$ cat src/rtl/execute_stage_module.sv
// Execute stage of the 8-bit MIPS pipeline: single-cycle ALU plus an 8-cycle
// shift-add multiplier that stalls the front end while it runs.
module execute_stage_module (
  input  logic       clk,
  input  logic       reset,
  input  logic       valid_dec,
  input  logic [7:0] A_dec,
  input  logic [7:0] B_dec,
  input  logic [7:0] imm_dec,
  input  logic       imm_sel_dec,
  input  logic [2:0] alu_op_dec,
  input  logic [4:0] RW_dec,
  input  logic       mem_en_dec,
  input  logic       mem_rw_dec,
  input  logic       mem_mux_sel_dec,
  output logic [7:0] ans_ex,
  output logic [7:0] B_Bypass,
  output logic [4:0] RW_ex,
  output logic       mem_en_ex,
  output logic       mem_rw_ex,
  output logic       mem_mux_sel_ex,
  output logic       zero_ex,
  output logic       carry_ex,
  output logic       stall
);

  typedef enum logic {IDLE, BUSY} state_t;

  localparam logic [2:0] OP_ADD = 3'b000;
  localparam logic [2:0] OP_SUB = 3'b001;
  localparam logic [2:0] OP_AND = 3'b010;
  localparam logic [2:0] OP_OR  = 3'b011;
  localparam logic [2:0] OP_XOR = 3'b100;
  localparam logic [2:0] OP_SLL = 3'b101;
  localparam logic [2:0] OP_SRL = 3'b110;
  localparam logic [2:0] OP_MUL = 3'b111;

  state_t     state_reg, state_next;
  logic [7:0] mcand_reg, mcand_next;
  logic [7:0] mplr_reg, mplr_next;
  logic [7:0] acc_reg, acc_next;
  logic [2:0] cnt_reg, cnt_next;
  logic [4:0] rw_cap_reg, rw_cap_next;
  logic       en_cap_reg, en_cap_next;
  logic       mrw_cap_reg, mrw_cap_next;
  logic       mux_cap_reg, mux_cap_next;
  logic [7:0] b_cap_reg, b_cap_next;

  logic [7:0] ans_next, b_next;
  logic [4:0] rw_next;
  logic       en_next, mrw_next, mux_next, zero_next, carry_next;

  logic [7:0] op2;
  logic [8:0] sum9;
  logic [7:0] alu_res;
  logic       alu_carry;
  logic [7:0] acc_sum;

  assign op2 = imm_sel_dec ? imm_dec : B_dec;

  // Bit 8 of the 9-bit sum is the ADD carry-out or, for SUB, the borrow.
  always_comb begin
    sum9      = 9'd0;
    alu_res   = 8'd0;
    alu_carry = 1'b0;
    case (alu_op_dec)
      OP_ADD: begin
        sum9      = {1'b0, A_dec} + {1'b0, op2};
        alu_res   = sum9[7:0];
        alu_carry = sum9[8];
      end
      OP_SUB: begin
        sum9      = {1'b0, A_dec} - {1'b0, op2};
        alu_res   = sum9[7:0];
        alu_carry = sum9[8];
      end
      OP_AND:  alu_res = A_dec & op2;
      OP_OR:   alu_res = A_dec | op2;
      OP_XOR:  alu_res = A_dec ^ op2;
      OP_SLL:  alu_res = A_dec << op2[2:0];
      OP_SRL:  alu_res = A_dec >> op2[2:0];
      default: alu_res = 8'd0;
    endcase
  end

  assign acc_sum = acc_reg + (mplr_reg[0] ? mcand_reg : 8'd0);

  always_comb begin
    state_next   = state_reg;
    mcand_next   = mcand_reg;
    mplr_next    = mplr_reg;
    acc_next     = acc_reg;
    cnt_next     = cnt_reg;
    rw_cap_next  = rw_cap_reg;
    en_cap_next  = en_cap_reg;
    mrw_cap_next = mrw_cap_reg;
    mux_cap_next = mux_cap_reg;
    b_cap_next   = b_cap_reg;
    // Bubble unless a result is produced this edge.
    ans_next     = 8'd0;
    b_next       = 8'd0;
    rw_next      = 5'd0;
    en_next      = 1'b0;
    mrw_next     = 1'b0;
    mux_next     = 1'b0;
    zero_next    = 1'b0;
    carry_next   = 1'b0;
    case (state_reg)
      IDLE: begin
        if (valid_dec) begin
          if (alu_op_dec == OP_MUL) begin
            mcand_next   = A_dec;
            mplr_next    = op2;
            acc_next     = 8'd0;
            cnt_next     = 3'd0;
            rw_cap_next  = RW_dec;
            en_cap_next  = mem_en_dec;
            mrw_cap_next = mem_rw_dec;
            mux_cap_next = mem_mux_sel_dec;
            b_cap_next   = B_dec;
            state_next   = BUSY;
          end else begin
            ans_next   = alu_res;
            b_next     = B_dec;
            rw_next    = RW_dec;
            en_next    = mem_en_dec;
            mrw_next   = mem_rw_dec;
            mux_next   = mem_mux_sel_dec;
            zero_next  = (alu_res == 8'd0);
            carry_next = alu_carry;
          end
        end
      end
      BUSY: begin
        acc_next   = acc_sum;
        mcand_next = mcand_reg << 1;
        mplr_next  = mplr_reg >> 1;
        cnt_next   = cnt_reg + 3'd1;
        if (cnt_reg == 3'd7) begin
          ans_next   = acc_sum;
          b_next     = b_cap_reg;
          rw_next    = rw_cap_reg;
          en_next    = en_cap_reg;
          mrw_next   = mrw_cap_reg;
          mux_next   = mux_cap_reg;
          zero_next  = (acc_sum == 8'd0);
          state_next = IDLE;
        end
      end
      default: state_next = IDLE;
    endcase
  end

  always_ff @(posedge clk) begin
    if (reset) begin
      state_reg      <= IDLE;
      mcand_reg      <= 8'd0;
      mplr_reg       <= 8'd0;
      acc_reg        <= 8'd0;
      cnt_reg        <= 3'd0;
      rw_cap_reg     <= 5'd0;
      en_cap_reg     <= 1'b0;
      mrw_cap_reg    <= 1'b0;
      mux_cap_reg    <= 1'b0;
      b_cap_reg      <= 8'd0;
      ans_ex         <= 8'd0;
      B_Bypass       <= 8'd0;
      RW_ex          <= 5'd0;
      mem_en_ex      <= 1'b0;
      mem_rw_ex      <= 1'b0;
      mem_mux_sel_ex <= 1'b0;
      zero_ex        <= 1'b0;
      carry_ex       <= 1'b0;
    end else begin
      state_reg      <= state_next;
      mcand_reg      <= mcand_next;
      mplr_reg       <= mplr_next;
      acc_reg        <= acc_next;
      cnt_reg        <= cnt_next;
      rw_cap_reg     <= rw_cap_next;
      en_cap_reg     <= en_cap_next;
      mrw_cap_reg    <= mrw_cap_next;
      mux_cap_reg    <= mux_cap_next;
      b_cap_reg      <= b_cap_next;
      ans_ex         <= ans_next;
      B_Bypass       <= b_next;
      RW_ex          <= rw_next;
      mem_en_ex      <= en_next;
      mem_rw_ex      <= mrw_next;
      mem_mux_sel_ex <= mux_next;
      zero_ex        <= zero_next;
      carry_ex       <= carry_next;
    end
  end

  assign stall = (state_reg == BUSY);

endmodule

$ cat config.mk
export PLATFORM = sky130hd
export DESIGN_NAME = execute_stage_module
export DESIGN_NICKNAME = d
export VERILOG_FILES = /design/src/rtl/execute_stage_module.sv
export SDC_FILE = /design/constraint.sdc
export NUM_CORES = 1
export LEC_CHECK = 0
export ABC_AREA = 1
export CORE_ASPECT_RATIO = 0.6
export CORE_MARGIN = 3
export CORE_UTILIZATION = 50
export DETAILED_ROUTE_END_ITERATION = 10
export GPL_TIMING_DRIVEN = 0
export PLACE_DENSITY = 0.77
export SETUP_SLACK_MARGIN = 0.05
export SYNTH_ARGS = -nofsm -noshare
export SYNTH_HDL_FRONTEND = slang
export SYNTH_SLANG_ARGS = --single-unit
$ cat constraint.sdc
create_clock -name clk -period 2.2 [get_ports clk]
set_input_delay 0.22 -clock clk [delete_from_list [all_inputs] [get_ports clk]]
set_output_delay 0.22 -clock clk [all_outputs]
set_load 0.005 [all_outputs]
==> summary.md, run 1 <==
| Metric | Value |
|---|---|
| Status | `finished, final reports clean` |
| Root buf cell | `clkbuf_16` |
| Worst Tran Pin Value | `0.557 ns` |
| Crit path buf inv count | `6` |
| Port-buffer cells | `64` |
| First-pass GRT wire length | `26,100 um` |
| Avg Cell Area, Syn | `6.74 um^2` |
| Largest net degree at the start of global routing | `15` |
| Crit. End Element | `register` |
| Syn Nets | `772` |
| Distinct cells, synth | `39` |
| Initial antenna violation count | `0` |
| Critical Path, Cell by Cell | `buf_6 > buf_6 > buf_4 > nand2_2 > o21ai_4 > inv_4 > ha_4 > buf_8 > inv_8 > nand2_1 > o21ai_2 > nand2_1 > nand3_2 > nand3_2 > nor2_4 > nand3_1 > nor2_2 > nand2_1 > a21oi_2` |
| P per Cell Area | `580 nW/um^2` |
| Final Util | `74.2%` |
| IO Pins | `66` |
| Drt first pass iters | `6` |
| Final WS setup | `0.00217 ns` |
| Tmin final | `2.20 ns` |
| # placed instances | `885` |
| Max VDD drop | `0.436 mV` |
| Worst skew pair latency | `0.34 ns` |
| Placed cell areas | `5490 um^2` |
| Row cnt | `26` |
| Grt total ovfl | `0` |
| Synthesized area | `4680 um^2` |
| Yosys reg bits | `70` |
| Clk slew on worst S/H paths | `0.06 ns` |
| Area of the multi-input gates | `3300 um^2` |
| Register area | `1410 um^2` |
| Most frequently used flop master after synthesis | `dfxtp_1` |
| Dpl hpwl | `12,500 um` |
| Slowest-stage cell, CP | `o21ai_2` |
| Vias per cell | `5.86` |
| Number of CTS-inserted buffers | `9` |
| Commonest non-fill, non-tap cells in the layout | `nand2_1 (131), nand3_1 (87), inv_1 (70)` |
| Routed vias | `5,488` |
| Delay-heaviest family, CP | `simple AND/OR/NAND/NOR gates` |
| Fin crit share | `99.9%` |
| Avg WL per Cell | `18.4 um` |
| Area growth from synthesis to layout | `39.7%` |
| Leakage | `2.90 nW` |
| Die ar. | `10,600 um^2` |
| Fillers | `687` |
| Bufs on Longest Clock Path | `2` |
| CP Data Arrival Time | `2.47 ns` |
| Commonest non-fill, non-tap cell in the layout | `nand2_1` |
| H-tree Lvls | `3` |
| Setup CP Type | `input port to register` |
| Die Y | `81.0 um` |
| Drt drc | `0` |
| Gpl congestion | `1.01` |
| Starting DRT DRC Count | `741` |
| Post-route ant nets | `0` |
| Initial core utilization | `53.1%` |
| Setup violators final | `0` |
| CORE AREA | `8820 um^2` |
| Yosys warns | `0` |
| Post-Route WL | `17,200 um` |
| Number of flops mapped to enable cells by yosys | `0` |
| Final Non-Filler Cells | `936` |
| Slew HR | `62.8%` |
| Max-Cap Viols | `0` |
| CP Max Fanout | `8` |
| Nets | `882` |
| Most numerous cell on the critical path | `nand2_1` |
| Worst Setup Start Kind | `input port` |
| Final Hold Fails | `0` |
| CTS tree | `done` |
| Hold buffers post-CTS | `0` |
| Unrepaired setup endpoints after global routing | `yes` |
| Design Area, Final | `6540 um^2` |
| Worst Path Required | `2.47 ns` |
| Global-route usage over all layers | `32.4%` |
| DP Worst Slack | `-1.49 ns` |
| Fin Clk Skew | `0.00479 ns` |
| FFs w/ async S/R, synth | `0%` |
| Register area share after synthesis | `29.9%` |
| Inserted Diodes | `0` |
| Chip width | `131 um` |
| Number of global-route vias before repair | `4,962` |
| Slew Limit Fails | `0` |
| Hold Path Class | `input port to register` |
| CP peak stage delay | `0.26 ns` |
| Cells after Synth | `695` |
| Peak Freq | `455 MHz` |
| Clk sinks | `70` |
| Layout cells sized above 1 | `22.1%` |
==> through the flow <==
step | TNS [ns] | power (mW) | hold slack [ns]
finish | 0 | 3.79 | 0.266
global route | -0.0659 | 3.94 | 0.289
CTS | 0 | 3.69 | 0.240
detailed placement | -18.44 | 2.14 | 0.464
global placement | -15.68 | 2.13 | 0.451
floorplan | 0 | 1.83 | 0.363
==> area by class of cell <==
class                      count  area share (%)
timing repair buffer         100            13.8
inverter                      87            5.37
clock inverter                 7           0.842
tap                          126            2.41
sequential                    70            21.5
clock buffer                   9            3.44
buffer                        25            2.30
multi-input combinational    512            50.4
==> final timing paths <==
path	from	end	slack, ns	cells past startpoint
hold / removal	reset	mcand_reg[0]$_SDFFE_PP0P_	0.27	2
setup / recovery	imm_sel_dec	zero_ex$_SDFF_PP0_	0.002	19
setup reg to reg	mplr_reg[0]$_SDFFE_PP0P_	zero_ex$_SDFF_PP0_	0.10	11
hold reg to reg	cnt_reg[1]$_SDFFE_PP0P_	cnt_reg[1]$_SDFFE_PP0P_	0.47	2
==> kinds of logic (layout without fill, tap and decap cells) <==
family	Yosys count	after routing	share of synthesized area (%)
AND/OR/NAND/NOR	331	331	32.2
XOR/XNOR	4	4	0.748
buffers and inverters	113	228	9.67
AO/OA/AOI/OAI	139	139	16.8
flip-flops	70	70	29.9
adder cells (fa/ha/maj)	38	38	10.6
==> cell usage after synthesis, types with 4 or more instances <==
master,n,area [um^2]
a21oi_1,50,250
ha_1,35,438
dfxtp_1,70,1400
nand4_1,11,68.8
o221ai_1,4,35.0
buf_2,5,25.0
inv_1,85,319
nor2_1,50,188
or2_2,11,68.8
o21ai_0,59,295
a211oi_1,9,67.6
clkbuf_1,17,63.8
nand2_2,5,31.3
nand2_1,140,526
nand3_1,101,505
==> layer usage <==
layer  share of wire, %  vias up  GRT usage (%)
li1                   -     2536              -
met1                 45     2558           49.4
met2                 39      360           43.7
met3                 14       34           11.5
met4                1.6        0           5.65
met5                  0        -              0
==> repair_timing <==
action                                  CTS  global route
gates resized for setup                 117            50
endpoints found under the hold margin     0             0
cloned                                    0             0
pin swaps                                35            33
endpoints found under the setup margin   11            59
setup buffers                            26            10
==> where the power goes <==
part	total, mW	switching, mW	leakage (nW)	internal [mW]
logic	1.08	0.633	2.20	0.446
registers	1.34	0.0272	0.570	1.32
clock network	1.37	0.595	0.133	0.774
total	3.79	1.26	2.90	2.54
Note: power is estimated with default switching activity, not from simulation.
==> run 2, diff against run 1 <==
MAX_ROUTING_LAYER = met4   (was unset)
==> summary.md, run 2 (same netlist as run 1, synthesis figures left out) <==
| Metric | Value |
|---|---|
| CP Max Fanout | `10 (was 8)` |
| Final WS setup | `0.00903 ns (was 0.00217 ns)` |
| Worst hold path stage count | `3 (was 2)` |
| Worst r2r path cells | `14 (was 11)` |
| Worst R2R Start | `mplr_reg[0]$_SDFFE_PP0P_ (unchanged)` |
| CTS tree | `done (unchanged)` |
| Post-Route WL | `17,900 um (was 17,200 um)` |
| Chip width | `131 um (unchanged)` |
| Status | `finished, final reports clean (unchanged)` |
| Crit. End Element | `register (unchanged)` |
| Bufs on Longest Clock Path | `2 (unchanged)` |
| Worst Min Path Start | `B_dec[3] (was reset)` |
| Initial antenna violation count | `0 (unchanged)` |
| Starting DRT DRC Count | `785 (was 741)` |
| Largest net degree at the start of global routing | `15 (unchanged)` |
| Slew HR | `59.3% (was 62.8%)` |
| Setup CP Type | `input port to register (unchanged)` |
| NetSw | `1.30 mW (was 1.26 mW)` |
| Setup violators final | `0 (unchanged)` |
| Root buf cell | `clkbuf_16 (unchanged)` |
| IO Pins | `66 (unchanged)` |
| Drt drc | `0 (unchanged)` |
| Row cnt | `26 (unchanged)` |
| Avg WL per Cell | `18.9 um (was 18.4 um)` |
| Final Util | `76.6% (was 74.2%)` |
| Max VDD drop | `0.484 mV (was 0.436 mV)` |
| P per Cell Area | `607 nW/um^2 (was 580 nW/um^2)` |
| Clk slew on worst S/H paths | `0.06 ns (about the same)` |
| Area of the multi-input gates | `3360 um^2 (was 3300 um^2)` |
| Commonest non-fill, non-tap cell in the layout | `nand2_1 (unchanged)` |
| Slew Limit Fails | `0 (unchanged)` |
| Hold Crit Endpoint | `b_cap_reg[3]$_SDFFE_PP0P_ (was mcand_reg[0]$_SDFFE_PP0P_)` |
| Global-route usage over all layers | `34.5% (was 32.4%)` |
| R2R Setup Slk | `0.05 ns (was 0.10 ns)` |
| Peak Freq | `456 MHz (was 455 MHz)` |
| Register area | `1410 um^2 (unchanged)` |
| Fin crit share | `99.6% (was 99.9%)` |
| Post-route ant nets | `0 (unchanged)` |
| Worst Tran Pin Value | `0.609 ns (was 0.557 ns)` |
| Grt total ovfl | `0 (unchanged)` |
| Worst Path Required | `2.46 ns (was 2.47 ns)` |
| Fin Setup TNS | `0 ns (unchanged)` |
| Clk sinks | `70 (unchanged)` |
| Initial core utilization | `53.1% (unchanged)` |
| Number of global-route vias before repair | `5,052 (was 4,962)` |
| Dpl hpwl | `12,500 um (about the same)` |
| Gpl congestion | `1.08 (was 1.01)` |
| Fillers | `661 (was 687)` |
| Reg-to-Reg End | `zero_ex$_SDFF_PP0_ (unchanged)` |
| DP Worst Slack | `-1.56 ns (was -1.49 ns)` |
| Seq pwr share | `32.8% (was 35.5%)` |
| Unrepaired setup endpoints after global routing | `yes (unchanged)` |
| Nets | `890 (was 882)` |
| Cell Int Power | `2.80 mW (was 2.54 mW)` |
| Commonest non-fill, non-tap cells in the layout | `nand2_1 (130), nand3_1 (84), dfxtp_1 (69) (was nand2_1 (131), nand3_1 (87), inv_1 (70))` |
| Leakage | `3.04 nW (was 2.90 nW)` |
| Combinational power share | `28.0% (was 28.5%)` |
| Drt first pass iters | `8 (was 6)` |
| CP Data Arrival Time | `2.45 ns (was 2.47 ns)` |
| Vias per cell | `5.99 (was 5.86)` |
| Tmin final | `2.19 ns (was 2.20 ns)` |
| Hold Path Class | `input port to register (unchanged)` |
| Worst Setup Start Kind | `input port (unchanged)` |
| CORE AREA | `8820 um^2 (unchanged)` |
| Area growth from synthesis to layout | `44.2% (was 39.7%)` |
| Total Power | `4.10 mW (was 3.79 mW)` |
| Sw frac | `31.6% (was 33.1%)` |
| Placed cell areas | `5490 um^2 (unchanged)` |
| H-tree Lvls | `3 (unchanged)` |
| Number of CTS-inserted buffers | `9 (unchanged)` |
| Routed vias | `5,651 (was 5,488)` |
| Design Area, Final | `6750 um^2 (was 6540 um^2)` |
| Die ar. | `10,600 um^2 (unchanged)` |
| Final Hold Fails | `0 (unchanged)` |
| Clock power share | `39.3% (was 36.1%)` |
| Die Y | `81.0 um (unchanged)` |
| Port-buffer cells | `64 (unchanged)` |
| Worst skew pair latency | `0.34 ns (about the same)` |
| Layout cells sized above 1 | `23.3% (was 22.1%)` |
| First-pass GRT wire length | `27,000 um (was 26,100 um)` |
| Fin Clk Skew | `0.00430 ns (was 0.00479 ns)` |
| Max-Cap Viols | `0 (unchanged)` |
| Inserted Diodes | `0 (unchanged)` |
## run 2: cell count changes in the layout (fill, tap and decap cells not counted), sizes merged, moves of 2 or more
cell           before  now
buf                47   56
dlymetal6s2s        1    7
bufinv              0    2
clkdlybuf4s50      51   44
inv                90   88
## run 2: final cells by class
cell class,instances,share of cell area (%)
Inverter,87,5.47
Clock inverter,7,1.56
Timing Repair Buffer,108,14.5
Sequential cell,70,20.8
Multi-Input combinational cell,512,49.8
Clock buffer,9,3.34
Buffer,25,2.26
Tap cell,126,2.34
## run 2: power groups by stage
| stage | clock network (mW) | logic, mW | registers (mW) |
|---|---|---|---|
| 5_1_grt | 1.67 | 1.22 | 1.35 |
| 3_5_place_dp | 0 | 0.772 | 1.37 |
| 3_3_place_gp | 0 | 0.763 | 1.37 |
| 4_1_cts | 1.61 | 0.982 | 1.34 |
| 6_report | 1.61 | 1.15 | 1.34 |
| 2_1_floorplan | 0 | 0.468 | 1.37 |
## run 2: repair_timing
item	4_1_cts	5_1_grt
buffers inserted	31	15
endpoints found under the hold margin	0	0
hold buffers	0	0
endpoints found under the setup margin	11	59
resized for setup	122	69
pin swaps	32	54
## run 2: worst max-delay path, cell delays in order
cell and delay [ns]:
buf_12 0.12, buf_8 0.13, buf_4 0.16, nand2_2 0.08, o21ai_4 0.11, buf_6 0.17, ha_1 0.20, a21oi_1 0.24
nand2_1 0.16, nand4_1 0.17, nand3_1 0.12, nand3_2 0.12, nand3_4 0.13, nor2_4 0.11, nand2_1 0.07, a21oi_2 0.15
## run 2: worst max-delay path by stage
stage                         end   startpoint  depth (start not counted)
6_report       zero_ex$_SDFF_PP0_  imm_sel_dec                         16
5_1_grt        zero_ex$_SDFF_PP0_  imm_sel_dec                         20
4_1_cts        zero_ex$_SDFF_PP0_     B_dec[0]                         16
3_5_place_dp   zero_ex$_SDFF_PP0_  imm_sel_dec                         15
3_3_place_gp   zero_ex$_SDFF_PP0_  imm_sel_dec                         15
2_1_floorplan  zero_ex$_SDFF_PP0_  imm_sel_dec                         19
## run 2: metrics by stage
stage                     cells  hold slack (ns)
after floorplan             695            0.363
after global placement      885            0.451
after detailed placement    885            0.461
after CTS                   931            0.282
after global routing        944            0.266
final                       944            0.251
## run 2: layer usage
metal | vias to the layer above | share of wire, % | global-route usage, %
li1 | 2569 | - | -
met1 | 2642 | 44 | 49.6
met2 | 394 | 41 | 46.7
met3 | 46 | 13 | 11.5
met4 | 0 | 1.9 | 7.39
met5 | - | 0 | -
==> run 3, diff against run 2 <==
PLACE_DENSITY = 0.79   (was 0.77)
==> summary.md, run 3 (same netlist as run 1, synthesis figures left out) <==
| Metric | Value |
|---|---|
| Clk sinks | `70 (unchanged)` |
| P per Cell Area | `595 nW/um^2 (was 607 nW/um^2)` |
| Post-Route WL | `17,500 um (was 17,900 um)` |
| Initial antenna violation count | `0 (unchanged)` |
| Worst Tran Pin Value | `0.606 ns (was 0.609 ns)` |
| Highest routed layer | `met4 (unchanged)` |
| Crit. End Element | `register (unchanged)` |
| Global-route usage over all layers | `34.3% (was 34.5%)` |
| Max VDD drop | `0.509 mV (was 0.484 mV)` |
| Setup violators final | `1 (was 0)` |
| Die ar. | `10,600 um^2 (unchanged)` |
| Vias per cell | `5.89 (was 5.99)` |
| Dpl hpwl | `12,600 um (was 12,500 um)` |
| Initial core utilization | `53.1% (unchanged)` |
| Final Hold Fails | `0 (unchanged)` |
| Met3 wire len | `2220 um (was 2400 um)` |
| CTS tree | `done (unchanged)` |
| Hold_ws | `0.244 ns (was 0.251 ns)` |
| Fin Setup TNS | `-0.0355 ns (was 0 ns)` |
| Status | `finished, violations left (was finished, final reports clean)` |
| Worst r2r path cells | `14 (unchanged)` |
| Crit path buf inv count | `2 (was 4)` |
| Port-buffer cells | `64 (unchanged)` |
| CP Max Fanout | `7 (was 10)` |
| Chip width | `131 um (unchanged)` |
| Worst Path Required | `2.46 ns (about the same)` |
| Layout cells sized above 1 | `20.7% (was 23.3%)` |
| Hold Path Class | `input port to register (unchanged)` |
| First-pass GRT wire length | `26,700 um (was 27,000 um)` |
| Unrepaired setup endpoints after global routing | `yes (unchanged)` |
| Bufs on Longest Clock Path | `2 (unchanged)` |
| Reg-to-Reg End | `zero_ex$_SDFF_PP0_ (unchanged)` |
| Number of CTS-inserted buffers | `9 (unchanged)` |
| CP Capture Point | `zero_ex$_SDFF_PP0_ (unchanged)` |
| Gpl congestion | `1.08 (about the same)` |
| Failing checks | `setup timing` |
| Worst Setup Start Kind | `input port (unchanged)` |
| H-tree Lvls | `3 (unchanged)` |
| IO Pins | `66 (unchanged)` |
| R2R Setup Slk | `0.07 ns (was 0.05 ns)` |
| CP Data Arrival Time | `2.50 ns (was 2.45 ns)` |
| Final WS setup | `-0.0355 ns (was 0.00903 ns)` |
| CP Depth | `15 (was 16)` |
| Slowest-stage cell, CP | `clkdlybuf4s50_1 (was a21oi_1)` |
| Peak Freq | `447 MHz (was 456 MHz)` |
| Slew HR | `59.5% (was 59.3%)` |
| Post-route ant nets | `0 (unchanged)` |
| Final Util | `73.4% (was 76.6%)` |
| Setup CP Type | `input port to register (unchanged)` |
| WL met2 | `6950 um (was 7330 um)` |
| Nets | `872 (was 890)` |
| Avg WL per Cell | `18.9 um (about the same)` |
| Root buf cell | `clkbuf_16 (unchanged)` |
| Worst hold path stage count | `3 (unchanged)` |
| Met1 Wirelength | `8020 um (was 7820 um)` |
| Inserted Diodes | `0 (unchanged)` |
| Drt first pass iters | `5 (was 8)` |
| Fin Clk Skew | `0.00986 ns (was 0.00430 ns)` |
| Max-Cap Viols | `0 (unchanged)` |
| Critical Path Source | `imm_dec[5] (was imm_sel_dec)` |
| Leakage | `2.87 nW (was 3.04 nW)` |
| Critical Path, Cell by Cell | `clkdlybuf4s50_1 > or2_2 > o21ai_4 > ha_4 > inv_4 > nand3_1 > nand2_1 > nand2_1 > nand3_1 > nand2_2 > nor2_4 > nand2_2 > nor2_2 > nand2_1 > a21oi_2 (was buf_12 > buf_8 > buf_4 > nand2_2 > o21ai_4 > buf_6 > ha_1 > a21oi_1 > nand2_1 > nand4_1 > nand3_1 > nand3_2 > nand3_4 > nor2_4 > nand2_1 > a21oi_2)` |
| Routed vias | `5,447 (was 5,651)` |
| Grt total ovfl | `0 (unchanged)` |
| Delay-heaviest family, CP | `simple AND/OR/NAND/NOR gates (unchanged)` |
| Tmin final | `2.24 ns (was 2.19 ns)` |
| Commonest non-fill, non-tap cells in the layout | `nand2_1 (132), nand3_1 (89), inv_1 (70) (was nand2_1 (130), nand3_1 (84), dfxtp_1 (69))` |
| Worst R2R Start | `mplr_reg[0]$_SDFFE_PP0P_ (unchanged)` |
| CP peak stage delay | `0.40 ns (was 0.24 ns)` |
| Area growth from synthesis to layout | `38.2% (was 44.2%)` |
| Drt drc | `0 (unchanged)` |
| Worst skew pair latency | `0.34 ns (about the same)` |
| Slew Limit Fails | `0 (unchanged)` |
| Worst Min Path Start | `B_dec[0] (was B_dec[3])` |
| Most numerous cell on the critical path | `nand2_1 (unchanged)` |
| Largest net degree at the start of global routing | `13 (was 15)` |
| Placed cell areas | `5490 um^2 (unchanged)` |
| CORE AREA | `8820 um^2 (unchanged)` |
| Starting DRT DRC Count | `666 (was 785)` |
| Fillers | `694 (was 661)` |
| Clk slew on worst S/H paths | `0.05 ns (was 0.06 ns)` |
| Final Non-Filler Cells | `925 (was 944)` |
| Row cnt | `26 (unchanged)` |
| Commonest non-fill, non-tap cell in the layout | `nand2_1 (unchanged)` |
| Die Y | `81.0 um (unchanged)` |
| # placed instances | `885 (unchanged)` |
| Design Area, Final | `6470 um^2 (was 6750 um^2)` |
| Fin crit share | `102% (was 99.6%)` |
| Number of global-route vias before repair | `5,025 (was 5,052)` |
==> run 3: tightest hold or removal path, delay by kind of cell <==
family,cells,cell delay (ns)
compound gates,1,0.06
buf+inv,2,0.24
==> run 3: repair_timing <==
item | in CTS | in global routing
hold buffers | 0 | 0
pin swaps | 31 | 13
setup buffers | 25 | 1
gates resized for setup | 126 | 37
endpoints found under the setup margin | 11 | 55
cloned | 0 | 0
==> run 3: routing by layer <==
metal | vias up | track usage, %
met4 | 0 | 7.39
met5 | - | -
li1 | 2525 | -
met2 | 383 | 45.3
met3 | 38 | 12.6
met1 | 2501 | 49.4
==> run 3: worst min-delay path by stage <==
stage | endpoint | slack [ns]
after floorplan | b_cap_reg[5]$_SDFFE_PP0P_ | 0.36
after global placement | mplr_reg[7]$_SDFFE_PP0P_ | 0.45
after detailed placement | mplr_reg[7]$_SDFFE_PP0P_ | 0.45
after CTS | b_cap_reg[0]$_SDFFE_PP0P_ | 0.23
after global routing | b_cap_reg[3]$_SDFFE_PP0P_ | 0.27
final | b_cap_reg[0]$_SDFFE_PP0P_ | 0.24
==> run 3: power breakdown <==
part / internal [mW] / switching [mW] / leakage (nW) / total [mW]
Combinational: 0.419 / 0.638 / 2.16 / 1.06
Clock: 0.903 / 0.544 / 0.145 / 1.45
Sequential: 1.32 / 0.0269 / 0.570 / 1.34
==> run 3: per-stage QoR <==
| stage | total power [mW] | worst slack [ns] |
|---|---|---|
| after detailed placement | 2.14 | -1.37 |
| after global placement | 2.13 | -1.41 |
| after floorplan | 1.83 | 0.0518 |
| after global routing | 4.00 | -0.0847 |
| after CTS | 3.76 | 0.0508 |
| final | 3.85 | -0.0355 |
==> run 3: final cells by class <==
type / instances / area, um^2 / share of cell area, %
sequential: 70 / 1410 / 21.7
buffer: 25 / 150 / 2.32
tap: 126 / 158 / 2.44
timing repair buffer: 90 / 830 / 12.8
clock buffer: 10 / 239 / 3.69
multi-input combinational: 512 / 3280 / 50.7
clock inverter: 5 / 60.1 / 0.928
inverter: 87 / 349 / 5.39
